$ cat src/rtl/mux_n1_rr.sv
// mux_n1_rr: registered N:1 valid/ready multiplexer with fixed-select or round-robin channel grant
module mux_n1_rr #(
  parameter int N     = 4,
  parameter int W     = 8,
  parameter int SEL_W = 2
) (
  input  logic             clk,
  input  logic             rst_n,
  input  logic             mode,
  input  logic [SEL_W-1:0] sel,
  input  logic [N*W-1:0]   in_data,
  input  logic [N-1:0]     in_valid,
  output logic [N-1:0]     in_ready,
  output logic [W-1:0]     out_data,
  output logic [SEL_W-1:0] out_ch,
  output logic             out_valid,
  input  logic             out_ready
);
  logic [SEL_W-1:0] ptr, rr_g, g;
  logic             rr_hit, fx_hit, hit, load;
  function automatic int wrap(int v);
    return v >= N ? v - N : v;
  endfunction
  // descending scan so the channel closest to ptr overwrites the others
  always_comb begin
    rr_hit = 1'b0;
    rr_g = '0;
    for (int i = N - 1; i >= 0; i--)
      if (in_valid[wrap(int'(ptr) + i)]) begin
        rr_hit = 1'b1;
        rr_g = SEL_W'(wrap(int'(ptr) + i));
      end
  end
  assign fx_hit   = (int'(sel) < N) && in_valid[sel];
  assign hit      = mode ? rr_hit : fx_hit;
  assign g        = mode ? rr_g : sel;
  assign load     = !out_valid || out_ready;
  assign in_ready = (rst_n && load && hit) ? N'(1) << g : '0;
  always_ff @(posedge clk or negedge rst_n)
    if (!rst_n) begin
      out_valid <= 1'b0;
      out_data <= '0;
      out_ch <= '0;
      ptr <= '0;
    end else if (load) begin
      out_valid <= hit;
      if (hit) begin
        out_data <= in_data[g*W +: W];
        out_ch <= g;
        if (mode) ptr <= (int'(g) == N - 1) ? '0 : g + 1'b1;
      end
    end
endmodule

$ cat config.mk
export PLATFORM = sky130hd
export DESIGN_NAME = mux_n1_rr
export DESIGN_NICKNAME = d
export VERILOG_FILES = /design/src/rtl/mux_n1_rr.sv
export SDC_FILE = /design/constraint.sdc
export NUM_CORES = 1
export LEC_CHECK = 0
export ABC_AREA = 1
export CAP_MARGIN = 20
export CELL_PAD_IN_SITES_DETAIL_PLACEMENT = 1
export CELL_PAD_IN_SITES_GLOBAL_PLACEMENT = 1
export CORE_UTILIZATION = 28
export CTS_BUF_LIST = sky130_fd_sc_hd__clkbuf_4
export DETAILED_ROUTE_END_ITERATION = 6
export PLACE_DENSITY = 0.9
export SETUP_SLACK_MARGIN = 0.2
export SYNTH_ARGS = -nofsm -noshare
export SYNTH_HDL_FRONTEND = slang
export SYNTH_SLANG_ARGS = --single-unit
$ cat constraint.sdc
create_clock -name clk -period 2.6 [get_ports clk]
set_input_delay 0.52 -clock clk [delete_from_list [all_inputs] [get_ports clk]]
set_output_delay 0.52 -clock clk [all_outputs]
set_load 0.05 [all_outputs]
* Yosys cells after proc, flatten, opt, wreduce, memory -nomap -nowiden
Cells that the tools add are included.
Cells by class: muxes and demuxes 30, order comparisons 9, shifts and indexed selects 2, reduce and logical (&&, ||, !) cells 6, add/subtract/negate cells 8, equality and inequality tests 1
Operator list (count):
- 32-bit by 4-bit < comparator with 1-bit output (second input constant) | 4
- 32-bit 2-to-1 mux | 4
- 32-bit by 6-bit indexed part select with 8-bit output | 1
- 1-bit 2-to-1 mux | 14
- 2-bit 2-to-1 mux | 6
- 3-bit by 3-bit subtractor with 4-bit output (second input constant) | 3
- 1-bit binary-select mux with 2-bit select | 5
- 3-bit greater-or-equal comparator (second input constant) | 3
- 2-bit by 2-bit adder with 3-bit output (second input constant) | 2
- 4-bit 2-to-1 mux | 1
- 1-bit by 2-bit left shift with 4-bit output (first input constant) | 1
- 2-bit by 3-bit subtractor with 4-bit output (second input constant) | 1
- 2-bit by 1-bit adder with 3-bit output (second input constant) | 1
- 2-bit by 3-bit greater-or-equal comparator with 1-bit output (second input constant) | 1
- 2-bit by 3-bit < comparator with 1-bit output (second input constant) | 1
- 3-bit AND reduction | 1
- 2-bit by 1-bit adder with 2-bit output (second input constant) | 1
- 2-bit by 1-bit equality test with 1-bit output (second input constant) | 1
- 1-bit logical AND | 2
- 2-bit AND reduction | 1
- 1-bit zero test | 1
- 1-bit logical OR | 1
Word-level totals: output and inout port bits 15, input bits 42, logic and storage cells 60, register bits 13

* Longest topological paths before layout
Gate-level depths: netlist (run 1).
depth after elaboration 13, depth in mapped cells 16, gate-level depth less buffers 15

* Least setup slack after synthesis (run 1)
OpenSTA, ideal clock, no wires.
path type input-to-output, from input in_valid[3], to output in_ready[0], stages 12, path buffers 1, required time 2080 ps, data arrival time 2406 ps, path slack -326 ps, cells stage by stage inv_1 nand2_2 nand3_1 nand2_1 nand3_2 nand2_2 nand2_2 nand3_4 nand2_4 buf_6 inv_4 nor3_1
On the way: longest elaborated chain between the ends 10, elaborated cells on any way between the ends 27, classes of those cells shift (1); mux (25); reduce/logical (1)
RTL lines:
- start: declaration | RTL line 12 | input logic [N-1:0] in_valid,
- 1-bit binary-select mux with 2-bit select | RTL line 29 | if (in_valid[wrap(int'(ptr) + i)]) begin
- 1-bit 2-to-1 mux (implied by the code) (2 in a row) | RTL line 29
- 2-bit 2-to-1 mux / 1-bit 2-to-1 mux (equally long branches) (4 in a row) | RTL line 29
- 2-bit 2-to-1 mux / 1-bit 2-to-1 mux (equally long branches) | RTL line 36, 35
- 1-bit by 2-bit left shift with 4-bit output / 1-bit logical AND (equally long branches) | RTL line 38 | assign in_ready = (rst_n && load && hit) ? N'(1) << g : '0;
- 4-bit 2-to-1 mux * | RTL line 38
- end: declaration | RTL line 13 | output logic [N-1:0] in_ready,
Every way passes the cells marked *; elsewhere a longest branch is shown, timed or not. The select of a mux whose other input is x is not followed.

* Final worst setup path (run 1)
from input in_valid[0], to output in_ready[1]
The elaborated chain is that of the path after synthesis.

==> summary.md, run 1 <==
| Metric | Value |
|---|---|
| Status | `complete, but fails checks` |
| Failing checks | `setup timing` |
| DP Area | `2020 µm²` |
| Layout Utilization | `53.6%` |
| Slew Limit Fails | `0` |
| Ys Warns | `0` |
| Post-Synthesis Net Count | `250` |
| Non-Filler Instances | `336` |
| Fmax | `0.377 GHz` |
| Vias in the first global route | `1651` |
| Final worst path period need | `approximately 2.7 ns` |
| Drt initial violations | `between 70 and 80` |
| ANT cells | `0` |
| CTS tree | `built` |
| Io pins | `57` |
| CORE AREA | `4140 µm²` |
| DP Wirelength | `3440 µm` |
| Most frequent cells after synthesis | `64 x nand2_1, 43 x inv_1, 35 x nand3_1` |
| TNS Setup | `-0.186 ns` |
| Yosys top cell by area | `dfrtp_1` |
| Routed Antenna Nets | `0` |
| Die area | `4740 µm²` |
| EDFF count, synth | `0` |
| Hold path endpoint | `out_data[4]` |
| Final non-filler cell area | `approximately 2200 µm²` |
| Ranking of synthesized cells by area | `dfrtp_1 26%, nand2_1 19%, nand3_1 14%` |
| Cells after Synth | `207` |
| Synth Flop Type | `dfrtp_1` |
| R2R cell count | `14` |
| Final WS setup | `-0.0553 ns` |
| R2R setup slack | `0.56 ns` |
| Pwr dens | `1070 nW/µm²` |
| Crit. End Element | `output pin` |
| Clk root buf | `clkbuf_4` |
| Drt first pass iters | `4` |
| Relative slew slack | `~67%` |
| Register area share after synthesis | `26.0%` |
| Worst hold start | `out_data[4]` |
| CP required | `2.08 ns` |
| Initial cell density of the core | `30.2%` |
| Hold Path Class | `register to register` |
| Worst-path fanout max | `3` |
| Drt drc | `0` |
| Library cells used by synthesis | `24` |
| Setup slack at placement | `-0.309 ns` |
| Vias | `between 1500 and 2000` |
| Worst slew pin tran | `0.497 ns` |
| Placed instance count | `325` |
| Total power | `2.38 mW` |
| Worst VDD drop | `0.000387 V` |
| # H-tree levels | `1` |
| Gr ovfl total | `0` |
| Final Hold Fails | `0` |
| Asr flop ratio synth | `100%` |
| Clock-pin slew on the worst setup and hold paths | `0.07 ns` |
| Global-route wire length before repair | `roughly 7700 µm` |
| Clk_skew | `0.00429 ns` |
| DR vias/cell | `4.79` |
| Largest net degree at the start of global routing | `17` |
| Max Cap Violations | `0` |
| # clock sinks | `13` |
| Die X | `68.8 µm` |
| Arrival time worst endpoint | `around 2.1 ns` |
| Area growth syn-to-layout | `77.4%` |
| Post-DR wirelength/cell | `14.6 µm` |
| CP Launch Type | `input pin` |
| Cell area after synthesis | `between 1000 and 1500 µm²` |
| Reg-to-reg startpoint | `ptr[0]` |
| Clk buf depth | `2` |
| Library cell with the highest instance count after synthesis | `nand2_1` |
| Port Buffers | `between 50 and 60` |
| Ratio of cells with drive above 1 in the final layout | `27.6%` |
| Std cell rows | `23` |
| CTS hold repair buffers | `0` |
| Post-Route WL | `4890 µm` |
| Clk_lat worst skew | `0.28 ns` |
| Post-Syn Area per Cell | `6.04 µm²` |
| Nets@finish | `330` |
| Global-route usage over all layers | `22.0%` |
| RR Endpoint | `out_data[4]` |
| RSZ-0062 raised after global routing | `true` |
| CTS Buf Count | `3` |
| LEAKAGE | `1.14 nW` |
| Top cell type's share of synthesized area | `26.0%` |
| Final Wtd Congestion | `0.840` |
| Hold Path Cell Cnt | `2` |
| Final hold slack | `0.489 ns` |
| Die Ht | `between 60 and 70 µm` |
| Final period util | `102%` |
| CP Class | `input pin to output pin` |
| Final setup vio count | `4` |
| Yosys reg bits | `13` |
| Antenna violations before repair | `0` |
[worst max-delay path by stage]
stage          cells past startpoint        start           to
2_1_floorplan                     12  in_valid[3]  in_ready[0]
3_3_place_gp                      13  in_valid[1]  in_ready[3]
3_5_place_dp                      13  in_valid[1]  in_ready[3]
4_1_cts                           12       ptr[0]  in_ready[0]
5_1_grt                           13  in_valid[0]  in_ready[1]
6_report                          13  in_valid[0]  in_ready[1]
[per-layer routing]
| metal | vias up | track usage [%] | share of wire (%) |
|---|---|---|---|
| met5 | - | 0 | 0 |
| met4 | 0 | 8.42 | 1.5 |
| met3 | 7 | 1.48 | 4.2 |
| met2 | 46 | 38.2 | 51 |
| met1 | 765 | 28.2 | 44 |
| li1 | 792 | - | - |
[registers in the layout (all words and copies together) (netlist names)]
| name | count |
|---|---|
| out_data | 8 |
| ptr | 2 |
| out_ch | 2 |
| out_valid | 1 |
[critical path: stages]
cell,delay (ns)
dlygate4sd2_1,0.27
inv_1,0.09
nand2_1,0.10
nand3_2,0.12
nand2_2,0.11
nand3_4,0.08
nand2_2,0.07
nand2_2,0.06
nand3_4,0.10
nand2_4,0.07
buf_4,0.15
nor3_4,0.23
buf_12,0.17
[final cells by class]
cell class	instances	area, µm²
Fill cell	534	1920
Multi-Input combinational cell	141	822
Timing Repair Buffer	81	796
Sequential cell	13	328
Inverter	47	181
Tap cell	50	62.6
Clock buffer	4	30.0
[placed cells by master, fill, tap and decap left out, types with 2 or more instances in the layout]
cell type        count
or2_1                2
inv_1               36
nor2_1               8
nor3_4               3
clkbuf_4             4
dfrtp_2              2
clkdlybuf4s50_1     48
nand3_1             32
dlygate4sd2_1        3
buf_12               4
buf_6                3
inv_2               10
nand3_2              5
nand2_4              2
nand2_2             12
buf_4               22
nand2_1             58
o21ai_4              3
o21ai_0              6
nand3_4              2
dfrtp_1             11
[repair_timing]
item / 4_1_cts / 5_1_grt
pin swaps: 15 / 6
gates cloned: 1 / 0
endpoints found under the setup margin: 4 / 4
resized for setup: 29 / 11
setup buffers: 5 / 1
[kinds of logic after synthesis]
| group | Yosys count | synth area share, % |
|---|---|---|
| and+or+nand+nor | 127 | 47.1 |
| buffers and inverters | 53 | 18.3 |
| AOI/OAI and AO/OA | 13 | 7.60 |
| DFF | 13 | 26.0 |
| adders and majority gates | 1 | 1.00 |
[power breakdown]
part | leakage (nW) | switching [mW] | internal, mW | total [mW]
logic | 0.969 | 1.14 | 0.726 | 1.86
clock network | 0.0184 | 0.0676 | 0.0701 | 0.138
registers | 0.155 | 0.0755 | 0.302 | 0.378
total | 1.14 | 1.28 | 1.10 | 2.38
No activity file was read; power rests on OpenSTA's default activity.
==> run 2: changes to the inputs <==
--- a/config.mk
+++ b/config.mk
@@ -9,10 +9,10 @@
 export CAP_MARGIN = 20
 export CELL_PAD_IN_SITES_DETAIL_PLACEMENT = 1
 export CELL_PAD_IN_SITES_GLOBAL_PLACEMENT = 1
-export CORE_UTILIZATION = 28
-export CTS_BUF_LIST = sky130_fd_sc_hd__clkbuf_4
+export CORE_UTILIZATION = 29
+export CTS_CLUSTER_SIZE = 28
 export DETAILED_ROUTE_END_ITERATION = 6
-export PLACE_DENSITY = 0.9
+export PLACE_DENSITY = 0.93
 export SETUP_SLACK_MARGIN = 0.2
 export SYNTH_ARGS = -nofsm -noshare
 export SYNTH_HDL_FRONTEND = slang
==> constraint.sdc (replaced) <==
create_clock -name clk -period 3.4 [get_ports clk]
set_input_delay 0.68 -clock clk [delete_from_list [all_inputs] [get_ports clk]]
set_output_delay 0.68 -clock clk [all_outputs]
set_load 0.05 [all_outputs]
==> summary.md, run 2 (synthesis gave the netlist of run 1 again) <==
| Metric | Value |
|---|---|
| Die area | `4580 µm²` |
| Arrival time worst endpoint | `around 2.5 ns` |
| CP delay by family, top | `buffers and inverters` |
| CORE AREA | `4060 µm²` |
| Status | `finished, final reports clean` |
| CP Class | `input pin to output pin` |
| Final Wtd Congestion | `0.879` |
| Largest net degree at the start of global routing | `17` |
| Nets@finish | `318` |
| Ratio of cells with drive above 1 in the final layout | `21.2%` |
| Global-route wire length before repair | `about 6700 µm` |
| Die Ht | `approximately 68 µm` |
| Initial cell density of the core | `30.8%` |
| Hold Path Class | `register to register` |
| Area growth syn-to-layout | `70.2%` |
| LEAKAGE | `1.12 nW` |
| Clk_lat worst skew | `approximately 0.25 ns` |
| Global-route usage over all layers | `19.6%` |
| Drt drc | `0` |
| Final WS setup | `roughly 0.27 ns` |
| Largest stage delay, worst path | `0.44 ns` |
| Max Cap Violations | `0` |
| Max FFs per register | `8` |
| Clk root buf | `clkbuf_8` |
| Slew Limit Fails | `0` |
| Clk_skew | `0.00770 ns` |
| Vias in the first global route | `~1500` |
| Final hold slack | `0.484 ns` |
| Fmax | `0.320 GHz` |
| CP required | `2.72 ns` |
| CTS Buf Count | `3` |
| Fill count | `536` |
| CP max stage cell | `clkdlybuf4s50_1` |
| Layout Utilization | `between 50% and 60%` |
| Reg area | `327 µm²` |
| Worst path buffer plus inverter count | `4` |
| Top reg by flops | `out_data` |
| # H-tree levels | `1` |
| Routed Antenna Nets | `0` |
| Die X | `67.7 µm` |
| Io pins | `57` |
| Final worst path period need | `3.13 ns` |
| CTS hold repair buffers | `0` |
| CP Launch Type | `input pin` |
| DR vias/cell | `4.80` |
| Worst slew pin tran | `0.508 ns` |
| Final Hold Fails | `0` |
| Final setup vio count | `0` |
| Multi-input logic area | `802 µm²` |
| CTS tree | `built` |
| TNS Setup | `0 ns` |
| DP Wirelength | `between 3000 and 4000 µm` |
| Critical Path, Cell by Cell | `clkdlybuf4s50_1 > inv_1 > o21ai_0 > o221ai_1 > nand3_2 > inv_2 > nand2_4 > nor3_4 > buf_12` |
| Gr ovfl total | `0` |
| # clock sinks | `13` |
| GRT Max-Usage Layer | `met2` |
| Most frequent cells in the layout | `60 x nand2_1, 48 x clkdlybuf4s50_1, 41 x inv_1` |
| Clk buf depth | `2` |
| ANT cells | `0` |
| Met2 usage | `36.1%` |
| Worst-path fanout max | `7` |
| Pwr dens | `817 nW/µm²` |
| Std cell rows | `23` |
| RSZ-0062 raised after global routing | `false` |
| Vias | `between 1500 and 2000` |
| Total power | `about 1.7 mW` |
| Clock-pin slew on the worst setup and hold paths | `around 0.060 ns` |
| Drt first pass iters | `6` |
| Commonest non-fill, non-tap cell in the layout | `nand2_1` |
| Final period util | `92.0%` |
| Largest regs | `out_data: 8 flops, out_ch: 2 flops, ptr: 2 flops` |
| Met3 Use GR | `1.69%` |
| Drt initial violations | `39` |
| Relative slew slack | `66.0%` |
| Post-Route WL | `between 4000 and 5000 µm` |
| M1 GR Usage | `a little under a quarter` |
| Crit. End Element | `output pin` |
| Port Buffers | `56` |
| Antenna violations before repair | `0` |
| Setup slack at placement | `0.120 ns` |
| Post-DR wirelength/cell | `14.2 µm` |
| Worst VDD drop | `0.000454 V` |
-- run 2: metal layers --
layer / vias to the layer above / routed length, µm
met1: 722 / 1820
met5: - / 0
met3: 10 / 152
li1: 773 / -
met4: 0 / 94
met2: 49 / 2530
-- run 2: layout make-up --
type | count | share of cell area, %
Sequential cell | 13 | 15.3
Inverter | 47 | 8.64
Clock inverter | 1 | 0.235
Tap cell | 50 | 2.94
Clock buffer | 3 | 1.94
Timing Repair Buffer | 69 | 33.3
Multi-Input combinational cell | 141 | 37.7
-- run 2: worst paths after layout --
kind / cells past startpoint / end / startpoint / slack (ns)
max reg2reg: 17 / out_data[2] / ptr[0] / 1.08
min: 2 / out_data[4] / out_data[4] / 0.48
max: 9 / in_ready[2] / sel[1] / 0.27
min reg2reg: 2 / out_data[4] / out_data[4] / 0.48
min in group asynchronous: 2 / out_data[3] / rst_n / 0.89
max in group asynchronous: 2 / ptr[0] / rst_n / 2.33
-- run 2: power by group --
part	switching (mW)	internal, mW
sequential	0.0796	0.230
combinational	0.818	0.469
clock	0.0605	0.0812
-- run 2: per-stage QoR --
step | instances | instance area (µm²)
floorplan | 207 | 1260
global placement | 315 | 1930
detailed placement | 315 | 1930
CTS | 319 | 1990
global route | 324 | 2130
finish | 324 | 2130
-- run 2: worst register-to-register path, cell delays in order, from the launching register on --
cell and delay [ns]:
dfrtp_2 0.54, inv_1 0.16, nand2_1 0.10, nand2_2 0.09
inv_2 0.08, nand2_2 0.07, nand3_4 0.10, nand2_2 0.06
nand2_2 0.08, nand3_4 0.11, nand2_8 0.11, buf_4 0.12
buf_4 0.20, nand2_1 0.07, nand3_1 0.07, nand2_1 0.06
nand2_1 0.08, nand2_1 0.10
-- run 2: timing repair --
| action | in CTS | in global routing |
|---|---|---|
| buffers inserted | 0 | 5 |
| pin swaps | 0 | 10 |
| gates resized for setup | 3 | 27 |
| hold endpoints to repair | 0 | 0 |
| endpoints found under the setup margin | 4 | 4 |
==> run 3: changes to the inputs <==
--- a/config.mk
+++ b/config.mk
@@ -10,6 +10,7 @@
 export CELL_PAD_IN_SITES_DETAIL_PLACEMENT = 1
 export CELL_PAD_IN_SITES_GLOBAL_PLACEMENT = 1
 export CORE_UTILIZATION = 29
+export CTS_CLUSTER_DIAMETER = 80
 export CTS_CLUSTER_SIZE = 28
 export DETAILED_ROUTE_END_ITERATION = 6
 export PLACE_DENSITY = 0.93
==> results of run 3 <==
No change in the layout: final DEF, timing and power equal those of run 2.
